## config.mk

```make
export PLATFORM = sky130hd
export DESIGN_NAME = rom_read_sequencer
export DESIGN_NICKNAME = d
export VERILOG_FILES = /design/src/rtl/rom_read_sequencer.sv
export SDC_FILE = /design/constraint.sdc
export NUM_CORES = 1
export LEC_CHECK = 0
export CAP_MARGIN = 20
export CORE_AREA = 2 2 61 63
export CTS_CLUSTER_DIAMETER = 120
export DETAILED_ROUTE_END_ITERATION = 6
export DIE_AREA = 0 0 63 65
export HOLD_SLACK_MARGIN = 0.02
export PLACE_DENSITY = 0.84
export SETUP_SLACK_MARGIN = 0.3
export SYNTH_ARGS = -nofsm -noshare
export SYNTH_HDL_FRONTEND = slang
export SYNTH_SLANG_ARGS = --single-unit
```

## constraint.sdc

```tcl
create_clock -name clk -period 2.65 [get_ports clk]
set_input_delay 0.6625 -clock clk [delete_from_list [all_inputs] [get_ports clk]]
set_output_delay 0.6625 -clock clk [all_outputs]
set_load 0.01 [all_outputs]
```

## src/rtl/rom_read_sequencer.sv

```systemverilog
// ROM read sequencer: walks ROM addresses 0..LAST_ADDR, drives CE/OE strobes,
// holds each address for ACCESS_CYCLES clocks, captures the byte and streams it
// out on a valid/ready port. address_line mirrors rom_addr for the display.
// Ports: clk, reset (sync, active-high), start; rom_addr/rom_ce_n/rom_oe_n/
// rom_data to the chip; out_data/out_valid/out_ready stream; address_line,
// busy, done status.
// Optional: `define ROM_SEQ_CHECKSUM_EN appends a 16-bit checksum (lo, hi)
// to the stream after the last ROM byte.
module rom_read_sequencer #(
    parameter int ADDR_WIDTH    = 9,
    parameter int DATA_WIDTH    = 8,
    parameter int ACCESS_CYCLES = 4,
    parameter int LAST_ADDR     = 511
) (
    input  logic                  clk,
    input  logic                  reset,
    input  logic                  start,
    output logic [ADDR_WIDTH-1:0] rom_addr,
    output logic                  rom_ce_n,
    output logic                  rom_oe_n,
    input  logic [DATA_WIDTH-1:0] rom_data,
    output logic [DATA_WIDTH-1:0] out_data,
    output logic                  out_valid,
    input  logic                  out_ready,
    output logic [ADDR_WIDTH-1:0] address_line,
    output logic                  busy,
    output logic                  done
);

    typedef enum logic [2:0] {
        S_IDLE   = 3'd0,
        S_SETUP  = 3'd1,
        S_WAIT   = 3'd2,
        S_OUTPUT = 3'd3,
        S_DONE   = 3'd4
`ifdef ROM_SEQ_CHECKSUM_EN
        ,
        S_CKS_LO = 3'd5,
        S_CKS_HI = 3'd6
`endif
    } state_t;

    localparam logic [ADDR_WIDTH-1:0] LAST     = ADDR_WIDTH'(LAST_ADDR);
    localparam logic [7:0]            CNT_INIT = 8'(ACCESS_CYCLES - 1);

    state_t                  state_q, state_d;
    logic [ADDR_WIDTH-1:0]   addr_q, addr_d;
    logic [7:0]              cnt_q, cnt_d;
    logic [DATA_WIDTH-1:0]   data_q, data_d;
    logic                    valid_q, valid_d;
    logic                    xfer;
`ifdef ROM_SEQ_CHECKSUM_EN
    logic [15:0]             cks_q, cks_d;
`endif

    assign xfer = valid_q && out_ready;

    always_comb begin
        state_d = state_q;
        addr_d  = addr_q;
        cnt_d   = cnt_q;
        data_d  = data_q;
        valid_d = valid_q;
`ifdef ROM_SEQ_CHECKSUM_EN
        cks_d   = cks_q;
`endif
        unique case (state_q)
            S_IDLE, S_DONE: begin
                if (start) begin
                    state_d = S_SETUP;
                    addr_d  = '0;
`ifdef ROM_SEQ_CHECKSUM_EN
                    cks_d   = '0;
`endif
                end
            end
            S_SETUP: begin
                cnt_d   = CNT_INIT;
                state_d = S_WAIT;
            end
            S_WAIT: begin
                // rom_data is only trusted once the access time has elapsed
                if (cnt_q == 8'd0) begin
                    data_d  = rom_data;
                    valid_d = 1'b1;
                    state_d = S_OUTPUT;
                end else begin
                    cnt_d = cnt_q - 8'd1;
                end
            end
            S_OUTPUT: begin
                if (xfer) begin
                    valid_d = 1'b0;
`ifdef ROM_SEQ_CHECKSUM_EN
                    cks_d   = cks_q + 16'(data_q);
`endif
                    if (addr_q == LAST) begin
`ifdef ROM_SEQ_CHECKSUM_EN
                        // present the low byte of the final sum right away
                        data_d  = DATA_WIDTH'(cks_d[7:0]);
                        valid_d = 1'b1;
                        state_d = S_CKS_LO;
`else
                        state_d = S_DONE;
`endif
                    end else begin
                        addr_d  = addr_q + ADDR_WIDTH'(1);
                        state_d = S_SETUP;
                    end
                end
            end
`ifdef ROM_SEQ_CHECKSUM_EN
            S_CKS_LO: begin
                if (xfer) begin
                    data_d  = DATA_WIDTH'(cks_q[15:8]);
                    state_d = S_CKS_HI;
                end
            end
            S_CKS_HI: begin
                if (xfer) begin
                    valid_d = 1'b0;
                    state_d = S_DONE;
                end
            end
`endif
            default: begin
                state_d = S_IDLE;
                valid_d = 1'b0;
            end
        endcase
    end

    always_ff @(posedge clk) begin
        if (reset) begin
            state_q <= S_IDLE;
            addr_q  <= '0;
            cnt_q   <= '0;
            data_q  <= '0;
            valid_q <= 1'b0;
`ifdef ROM_SEQ_CHECKSUM_EN
            cks_q   <= '0;
`endif
        end else begin
            state_q <= state_d;
            addr_q  <= addr_d;
            cnt_q   <= cnt_d;
            data_q  <= data_d;
            valid_q <= valid_d;
`ifdef ROM_SEQ_CHECKSUM_EN
            cks_q   <= cks_d;
`endif
        end
    end

    // strobes are asserted only while the chip is being accessed
    assign rom_ce_n     = !((state_q == S_SETUP) || (state_q == S_WAIT));
    assign rom_oe_n     = rom_ce_n;
    assign rom_addr     = addr_q;
    assign address_line = addr_q;
    assign out_data     = data_q;
    assign out_valid    = valid_q;
    assign done         = (state_q == S_DONE);
    assign busy         = (state_q != S_IDLE) && (state_q != S_DONE);

endmodule
```

Word-level counts from Yosys, hierarchy flattened:

Cells that the tools add are included.

* $add $sub $neg: 2
* muxes and demuxes: 14
* eq/ne operators: 11
* bitwise gates (word level): 1
* reduce and logical (&&, ||, !) cells: 16

Operator list (number)
* $mux W9: 3
* $pmux W9 S2: 1
* $pmux W8 S2: 1
* $mux W3: 4
* $pmux W3 S4: 1
* $ne A2 B2 Y1 const B: 5
* $add A9 B1 Y9 const B: 1
* $eq A9 B9 Y1 const B: 1
* $logic_not A8 Y1: 1
* $mux W8: 1
* $sub A8 B1 Y8 const B: 1
* $eq A3 B2 Y1 const B: 2
* $reduce_and A3 Y1: 2
* $reduce_and A2 Y1: 2
* $reduce_and A4 Y1: 1
* $reduce_bool A2 Y1: 2
* $eq A3 B1 Y1 const B: 1
* $eq A3 B3 Y1 const B: 1
* $logic_not A3 Y1: 1
* $ne A3 B3 Y1 const B: 1
* $pmux W1 S3: 1
* $reduce_bool A3 Y1: 1
* $reduce_or A3 Y1: 1
* $logic_and A1 B1 Y1: 2
* 5 further kinds: 6

* register bits: 29
* input bits: 12
* output and inout bits: 31
* word-level logic and storage cells: 49

Depth between registers and ports, before layout:

Gate-level depths: netlist of run 1.

* depth in word-level cells: 4
* gate-level depth with buffers: 10

Worst setup path before layout of run 1:

Ideal clock, no wire load.

* path type: register to register
* start: register addr_q[0] (netlist: address_line[0])
* end: register addr_q[3] (netlist: address_line[3])
* buffers on the path: 1
* library setup time: 0.117 ns
* stages on the path, launching flop included: 11
* arrival time: 2.090 ns
* data required time: 2.533 ns
* path slack: 0.442 ns
* cells stage by stage: dfxtp_1 > ha_1 > nand3_1 > nor2_1 > and3_1 > ha_1 > nor4bb_1 > o2bb2ai_2 > buf_2 > o21bai_1 > a32o_1

* word-level cells in the longest chain between the ends: 4

Ends and longest elaborated chain
* from (decl): RTL line 47 `logic [ADDR_WIDTH-1:0] addr_q, addr_d;`
* from (signal assigned): RTL line 145 `addr_q <= addr_d;`
* $add A9 B1 Y9: RTL line 107 `addr_d = addr_q + ADDR_WIDTH'(1);`
* $mux W9: RTL line 97 `if (addr_q == LAST) begin`
* $mux W9: RTL line 92 `if (xfer) begin`
* $pmux W9 S2: RTL line 67 `unique case (state_q)`

Several ways; a longest one is shown, not always the timed one. The select of a mux whose other input is x is not followed.
A chain may end at the register's enable or synchronous reset.

Final worst setup path of run 1:

* start: register state_q[0]
* end: output port rom_oe_n

* word-level cells in the longest chain between the ends: 3

Ends and longest elaborated chain
* from (decl): RTL line 46 `state_t state_q, state_d;`
* from (signal assigned): RTL line 144 `state_q <= state_d;`
* $eq A3 B1 Y1 or $eq A3 B2 Y1 (tied branches): RTL line 156 `assign rom_ce_n = !((state_q == S_SETUP) || (state_q == S_WAIT));`
* $logic_or A1 B1 Y1 *: RTL line 156
* $logic_not A1 Y1 *: RTL line 156
* to (decl): RTL line 20 `output logic rom_oe_n,`

Every way passes the cells marked *; elsewhere a longest branch is shown, timed or not.

==> load_flow_metrics.sql, run 1 <==
INSERT INTO impl_metrics (metric_group, metric, value, unit) VALUES
('outcome', 'result_of_the_run', 'complete, no violations', ''),
('floorplan', 'dieWidth', '63', 'microns'),
('timing', 'timing_hold_violations_final', '0', ''),
('finish', 'finish.instance_area', '2130', 'sq um'),
('cts', 'cts_tree', 'yes', ''),
('finish', 'share_of_cells_above_drive_strength_1', '15.6', '%'),
('cts', 'clock_insertion_delay_worst_skew', '0.34', 'ns'),
('timing', 'timing.final.crit_period', '2.27', 'ns'),
('pwr', 'vdd_ir_drop_max', '0.467', 'mV'),
('timing', 'final-max-slew-violation-count', '0', ''),
('critical_path', 'reg_to_reg_start', 'address_line[0]$_SDFFE_PP0P_', ''),
('floorplan', 'design.die.area', '4100', 'sq um'),
('timing', 'fmax', '441', 'MHz'),
('finish', 'area.growth.synth_to_final', '37.7', '%'),
('placed_design', 'post-place-cells', '248', ''),
('grt', 'wire_length_of_the_first_global_routing_pass', '5.48', 'mm'),
('critical_path', 'cp_max_fo', '10', ''),
('synth', 'yosys.area.top_type_share', '37.6', '%'),
('placed_design', 'detailed_placement_wirelength_estimate', '2.31', 'mm'),
('cts', 'clock_tree.root_cell', 'sky130_fd_sc_hd__clkbuf_4', ''),
('placed_design', 'gpl_congestion', '0.813', ''),
('cts', 'worst_setup_hold_path_clk_slew', '0.11', 'ns'),
('cts', 'cts.sink_count', '29', ''),
('floorplan', 'core-area', '3500', 'sq um'),
('flow_run', 'max_cap_viol_count', '0', ''),
('synth', 'syn-cell-area', '1540', 'sq um'),
('placed_design', 'dpl_worst_slack', '0.188', 'ns'),
('synth', 'syn_avg_cell_area', '8.82', 'sq um'),
('cts', 'tritoncts.num_buffers', '5', ''),
('critical_path', 'worst_setup_ep', 'rom_oe_n', ''),
('critical_path', 'slowest_stage', 'sky130_fd_sc_hd__clkdlybuf4s50_1', ''),
('floorplan', 'die-height', '65', 'microns'),
('detailed_routing', 'viasPerCell', '5.41', ''),
('timing', 'final.setup_skew', '0.00734', 'ns'),
('detailed_routing', 'postRouteAntennaNets', '0', ''),
('pwr', 'power_leakage', '0.846', 'nW'),
('cts', 'cts.path.max_buffers', '2', ''),
('critical_path', 'reg2regPathDepth', '9', ''),
('synth', 'ys_async_sr_fraction', '0', '%'),
('finish', 'final_nets', '226', ''),
('finish', 'layout.cells.non_filler', '259', ''),
('timing', 'finalSetupViolations', '0', ''),
('critical_path', 'worstSetupEndpointType', 'output port', ''),
('critical_path', 'critPathLaunchType', 'register', ''),
('grt', 'global_route.usage.total', '17.1', '%'),
('timing', 'worstMarginPinSlew', '0.625', 'ns'),
('critical_path', 'regToRegEndpoint', 'address_line[7]$_SDFFE_PP0P_', ''),
('synth', 'postSynthCellCount', '175', ''),
('grt', 'first_global_vias', '1234', ''),
('timing', 'fin_hold_ws', '0.502', 'ns'),
('synth', 'top_cells_by_area_in_the_synthesized_netlist', 'sky130_fd_sc_hd__dfxtp_1 (38%), sky130_fd_sc_hd__mux2i_1 (10%), sky130_fd_sc_hd__buf_4 (5.8%), sky130_fd_sc_hd__nor2_1 (5.1%), sky130_fd_sc_hd__ha_1 (3.2%)', ''),
('grt', 'grt_antenna_before_repair', '0', ''),
('cts', 'htree_levels', '2', ''),
('synth', 'postSynthNetCount', '191', ''),
('synth', 'yosysWarningCount', '0', ''),
('detailed_routing', 'drt_wl_total', '3.62', 'mm'),
('synth', 'synthDominantAreaCellType', 'sky130_fd_sc_hd__dfxtp_1', ''),
('floorplan', 'rows', '22', ''),
('grt', 'grt_overflow_total', '0', ''),
('critical_path', 'critical_path_data_arrival_time', '1.61', 'ns'),
('grt', 'grt_max_degree', '16', ''),
('timing', 'grt_setup_unrepaired', 'false', ''),
('synth', 'yosysUniqueCellTypes', '39', ''),
('pwr', 'power_density', '904', 'nW/um^2'),
('timing', 'timing.final.crit_share', '85.7', '%'),
('pwr', 'totalPowerFinal', '1.92', 'mW'),
('hold_path', 'classification_of_the_worst_slack_hold_path', 'register to register', ''),
('critical_path', 'critPathMaxStageDelay', '0.55', 'ns'),
('detailed_routing', 'drt_iter0_markers', '72', ''),
('timing', 'slew_headroom', '57.9', '%'),
('synth', 'ys_seq_elements', '29', '');
==> sequential cells by signal, indices dropped and copies added (netlist names) <==
| name | count |
|---|---|
| address_line | 9 |
| cnt_q | 8 |
| out_data | 8 |
| state_q | 3 |
| out_valid | 1 |
==> worst max-delay path: cells and delay by family (launching register included) <==
family / cells / cell delay [ns]
DFF: 1 / 0.40
buffers and inverters: 1 / 0.55
and+or+nand+nor: 2 / 0.32
==> per-layer routing <==
metal  track usage [%]  routed length [microns]  vias up  part of all wire [%]
met1              20.7                     1590      666                    44
met2              28.2                     1780       44                    49
met3              5.38                      189        6                   5.2
met5                 0                        0        -                     0
li1                  -                        -      684                     -
met4              6.67                       63        0                   1.7
==> area by class of cell <==
class | instances | area, sq um
clock buffer | 5 | 37.5
clock inverter | 3 | 46.3
fill | 308 | 1370
inverter | 5 | 18.8
multi-input combinational | 121 | 898
sequential | 29 | 597
tap | 48 | 60.1
timing repair buffer | 48 | 468
==> placed cells by master (no fill, tap or decap), drive strengths merged, types with 2 or more instances in the layout <==
master | Yosys | routed
clkdlybuf4s50 | 0 | 41
buf | 18 | 6
and3 | 5 | 5
ha | 4 | 4
nor2 | 21 | 21
or3 | 7 | 7
o21bai | 2 | 2
dfxtp | 29 | 29
a21oi | 5 | 5
o211ai | 3 | 3
mux2i | 16 | 16
a32o | 2 | 2
inv | 5 | 5
nand3 | 3 | 3
a211oi | 2 | 2
nand2 | 13 | 13
o2bb2ai | 3 | 3
o21ai | 6 | 6
nor3 | 7 | 7
nor3b | 6 | 6
clkbuf | 2 | 5
nor4 | 2 | 2
==> where the power goes <==
group / internal (mW) / total (mW) / switching [mW]
registers: 0.554 / 0.679 / 0.125
logic: 0.446 / 0.867 / 0.422
clock network: 0.200 / 0.376 / 0.176
==> kinds of logic after synthesis <==
kind of cell	count (synthesis)	synth area share [%]
XOR/XNOR	1	0.567
buffers and inverters	25	10.3
adder cells (fa/ha/maj)	4	3.24
flip-flops	29	37.6
AO/OA/AOI/OAI	28	13.4
AND/OR/NAND/NOR	72	24.6
multiplexers	16	10.4
==> cells in the mapped netlist, types with 3 or more instances <==
library cell	number
sky130_fd_sc_hd__dfxtp_1	29
sky130_fd_sc_hd__nor2_1	21
sky130_fd_sc_hd__mux2i_1	16
sky130_fd_sc_hd__nand2_1	13
sky130_fd_sc_hd__buf_4	12
sky130_fd_sc_hd__nor3_1	7
sky130_fd_sc_hd__or3_1	7
sky130_fd_sc_hd__o21ai_0	6
sky130_fd_sc_hd__a21oi_1	5
sky130_fd_sc_hd__and3_1	5
sky130_fd_sc_hd__inv_1	5
sky130_fd_sc_hd__nor3b_1	5
sky130_fd_sc_hd__buf_2	4
sky130_fd_sc_hd__ha_1	4
sky130_fd_sc_hd__nand3_1	3
sky130_fd_sc_hd__o211ai_1	3
==> worst min path at each step <==
stage | startpoint | cells past startpoint | end
2_1_floorplan | cnt_q[7]$_SDFFE_PP0P_ | 2 | cnt_q[7]$_SDFFE_PP0P_
4_1_cts | cnt_q[4]$_SDFFE_PP0P_ | 2 | cnt_q[4]$_SDFFE_PP0P_
3_5_place_dp | cnt_q[7]$_SDFFE_PP0P_ | 2 | cnt_q[7]$_SDFFE_PP0P_
3_3_place_gp | cnt_q[7]$_SDFFE_PP0P_ | 2 | cnt_q[7]$_SDFFE_PP0P_
6_report | cnt_q[4]$_SDFFE_PP0P_ | 2 | cnt_q[4]$_SDFFE_PP0P_
5_1_grt | cnt_q[5]$_SDFFE_PP0P_ | 2 | cnt_q[5]$_SDFFE_PP0P_
==> what timing repair did <==
| action | in CTS | in global routing |
|---|---|---|
| resized for setup | 4 | 22 |
| setup buffers | 2 | 1 |
| pin swaps | 1 | 2 |
| hold buffers | 0 | 0 |
| setup endpoints to repair | 6 | 12 |
Note: power is estimated with default switching activity, not from simulation.
==> run 2: changes to the inputs <==
- CAP_MARGIN: 20 -> default
- PLACE_DENSITY: 0.84 -> 0.76
- TNS_END_PERCENT: default -> 100
==> run 2 against run 1 <==
Effect of this change: routed wire length fell by 11%; largest power group unchanged; design area fell by 4.4%; hold slack got worse by 0.013 ns; highest routed layer unchanged.
==> load_flow_metrics.sql, run 2 (synthesized netlist as in run 1, its figures left out) <==
INSERT INTO impl_metrics (metric_group, metric, value, unit) VALUES
('critical_path', 'reg_to_reg_start', 'address_line[0]$_SDFFE_PP0P_', ''),
('detailed_routing', 'vias', '1380', ''),
('detailed_routing', 'drc_errors', '0', ''),
('floorplan', 'rows', '22', ''),
('flow_run', 'max_cap_viol_count', '0', ''),
('pwr', 'power_density', '883', 'nW/um^2'),
('critical_path', 'slowest_stage', 'sky130_fd_sc_hd__or4b_1', ''),
('pwr', 'clockPowerShare', '17.4', '%'),
('critical_path', 'reg2regPathDepth', '9', ''),
('cts', 'clock_insertion_delay_worst_skew', '0.34', 'ns'),
('finish', 'most_common_cell_after_layout_fill_and_taps_aside', 'sky130_fd_sc_hd__clkdlybuf4s50_1', ''),
('cts', 'clock_tree.root_cell', 'sky130_fd_sc_hd__clkbuf_4', ''),
('cts', 'worst_setup_hold_path_clk_slew', '0.10', 'ns'),
('pwr', 'p_sw', '0.665', 'mW'),
('detailed_routing', 'drt_wl_total', '3.23', 'mm'),
('timing', 'fin_setup_tns', '0', 'ns'),
('floorplan', 'die-height', '65', 'microns'),
('timing', 'timing_hold_violations_final', '0', ''),
('finish', 'largest_register_ff_count', '9', ''),
('finish', 'share_of_cells_above_drive_strength_1', '13.3', '%'),
('finish', 'multi_input_area', '830', 'sq um'),
('pwr', 'internal_power', '1.13', 'mW'),
('pwr', 'totalPowerFinal', '1.79', 'mW'),
('pwr', 'seq_power_share', '36.9', '%'),
('floorplan', 'starting_utilization_of_the_core_area', '44.2', '%'),
('hold_path', 'whs_path_depth', '2', ''),
('critical_path', 'crit_buf_inv', '0', ''),
('grt', 'grt_max_degree', '16', ''),
('pwr', 'comb_power_share', '45.7', '%'),
('finish', 'final_nets', '226', ''),
('grt', 'globalRouteMet3Util', '6.60', '%'),
('finish', 'final_util', '58.1', '%'),
('critical_path', 'worstSetupPathDepth', '9', ''),
('placed_design', 'place.port_buffers', '42', ''),
('pwr', 'swShare', '37.0', '%'),
('detailed_routing', 'drt_iter0_markers', '48', ''),
('grt', 'met1_usage', '20.8', '%'),
('detailed_routing', 'detailedRoute.firstPassIterationCount', '5', ''),
('timing', 'fmax', '441', 'MHz'),
('floorplan', 'io_pins', '43', ''),
('critical_path', 'critical-path-top-delay-family', 'simple AND/OR/NAND/NOR gates', ''),
('detailed_routing', 'detail_route.wl_per_cell', '12.5', 'microns'),
('grt', 'grt_overflow_total', '0', ''),
('cts', 'tritoncts.num_buffers', '5', ''),
('critical_path', 'worstSetupEndpointType', 'register', ''),
('critical_path', 'timing.critical_path.required', '2.92', 'ns'),
('timing', 'timing.final.crit_period', '2.27', 'ns'),
('finish', 'ff_latch_area', '586', 'sq um'),
('grt', 'global_route.peak_usage_layer', 'met2', ''),
('timing', 'timing.final.crit_share', '85.5', '%'),
('outcome', 'result_of_the_run', 'complete, no violations', ''),
('floorplan', 'core-area', '3500', 'sq um'),
('hold_path', 'min_from', 'cnt_q[7]$_SDFFE_PP0P_', ''),
('timing', 'finalSetupViolations', '0', ''),
('hold_path', 'min_to', 'cnt_q[7]$_SDFFE_PP0P_', ''),
('cts', 'cts_tree', 'yes', ''),
('finish', 'fill_cells', '319', ''),
('critical_path', 'cp_max_fo', '5', ''),
('detailed_routing', 'postRouteAntennaNets', '0', ''),
('timing', 'grt_setup_unrepaired', 'true', ''),
('finish', 'antennaDiodeCount', '0', ''),
('critical_path', 'critPathLaunchType', 'register', ''),
('placed_design', 'gpl_congestion', '0.834', ''),
('pwr', 'vdd_ir_drop_max', '0.454', 'mV'),
('critical_path', 'path_class', 'register to register', ''),
('finish', 'area.growth.synth_to_final', '31.6', '%'),
('grt', 'wire_length_of_the_first_global_routing_pass', '5.58', 'mm'),
('floorplan', 'design.die.area', '4100', 'sq um'),
('timing', 'slew_headroom', '62.3', '%'),
('grt', 'grt_antenna_before_repair', '0', ''),
('grt', 'global_route.usage.total', '17.4', '%'),
('critical_path', 'regToRegEndpoint', 'address_line[7]$_SDFFE_PP0P_', ''),
('cts', 'htree_levels', '2', ''),
('floorplan', 'dieWidth', '63', 'microns'),
('critical_path', 'critical_path_data_arrival_time', '2.54', 'ns'),
('placed_design', 'detailed_placement_wirelength_estimate', '2.24', 'mm'),
('critical_path', 'reg2reg_setup_slack', '0.38', 'ns'),
('grt', 'grt_use_met2', '27.3', '%'),
('cts', 'cts.sink_count', '29', ''),
('timing', 'final.setup_skew', '0.0106', 'ns'),
('critical_path', 'worstPathCellList', 'ha_1 -> nand3_2 -> nor2_1 -> and3_1 -> ha_2 -> nor4bb_2 -> o2bb2ai_2 -> or4b_1 -> a21oi_1', ''),
('grt', 'first_global_vias', '1270', ''),
('pwr', 'power_leakage', '0.843', 'nW'),
('finish', 'final_cell_mix', 'sky130_fd_sc_hd__clkdlybuf4s50_1 (41), sky130_fd_sc_hd__dfxtp_1 (25), sky130_fd_sc_hd__nor2_1 (20)', ''),
('critical_path', 'first_element_of_the_critical_path', 'address_line[0]$_SDFFE_PP0P_', ''),
('critical_path', 'critPathMaxStageDelay', '0.48', 'ns'),
('timing', 'worstMarginPinSlew', '0.560', 'ns'),
('hold_path', 'classification_of_the_worst_slack_hold_path', 'register to register', ''),
('timing', 'final-max-slew-violation-count', '0', ''),
('detailed_routing', 'viasPerCell', '5.33', ''),
('cts', 'cts.path.max_buffers', '2', '');
-- run 2: power by group through the flow --
| stage | Clock [mW] | Combinational, mW | Sequential [mW] |
|---|---|---|---|
| 2_1_floorplan | 0 | 0.612 | 0.641 |
| 3_3_place_gp | 0 | 0.790 | 0.666 |
| 3_5_place_dp | 0 | 0.799 | 0.665 |
| 4_1_cts | 0.320 | 0.824 | 0.660 |
| 5_1_grt | 0.344 | 0.927 | 0.684 |
| 6_report | 0.312 | 0.821 | 0.662 |
-- run 2: layer usage --
layer	share of wire (%)	vias up
met5	0	-
met4	2.4	0
met3	6.8	13
met2	47	57
met1	44	627
li1	-	683
-- run 2: layout make-up --
| cell class | instances | area share (%) |
|---|---|---|
| clock buffer | 7 | 3.20 |
| tap | 48 | 2.96 |
| timing repair buffer | 48 | 23.0 |
| multi-input combinational | 121 | 40.8 |
| clock inverter | 1 | 0.246 |
| inverter | 5 | 0.924 |
| sequential | 29 | 28.8 |
-- run 2: worst register-to-register path, stage by stage, from the launching register on --
cell and delay (ns):
sky130_fd_sc_hd__dfxtp_2 0.35, sky130_fd_sc_hd__ha_1 0.24, sky130_fd_sc_hd__nand3_2 0.12, sky130_fd_sc_hd__nor2_1 0.06, sky130_fd_sc_hd__and3_1 0.18, sky130_fd_sc_hd__ha_2 0.19
sky130_fd_sc_hd__nor4bb_2 0.31, sky130_fd_sc_hd__o2bb2ai_2 0.12, sky130_fd_sc_hd__or4b_1 0.48, sky130_fd_sc_hd__a21oi_1 0.15
-- run 2: what timing repair did --
action / in CTS / in global routing
buffers inserted: 2 / 0
pin swaps: 1 / 2
setup endpoints to repair: 3 / 11
gates resized for setup: 4 / 8
hold buffers: 0 / 0
-- run 2: how the worst max path moves through the flow --
stage	to	slack, ns
after detailed placement	address_line[7]$_SDFFE_PP0P_	0.28
after floorplan	address_line[3]$_SDFFE_PP0P_	0.44
after global placement	address_line[7]$_SDFFE_PP0P_	0.32
after CTS	rom_ce_n	0.31
final	address_line[7]$_SDFFE_PP0P_	0.38
after global routing	address_line[5]$_SDFFE_PP0P_	0.26
-- run 2: stage by stage --
stage	worst slack [ns]	instance area, sq um	std cells	hold WS [ns]
CTS	0.306	2010	259	0.489
global placement	0.320	1910	249	0.469
detailed placement	0.284	1910	249	0.477
floorplan	0.442	1540	175	0.447
global route	0.257	2030	259	0.532
finish	0.383	2030	259	0.489
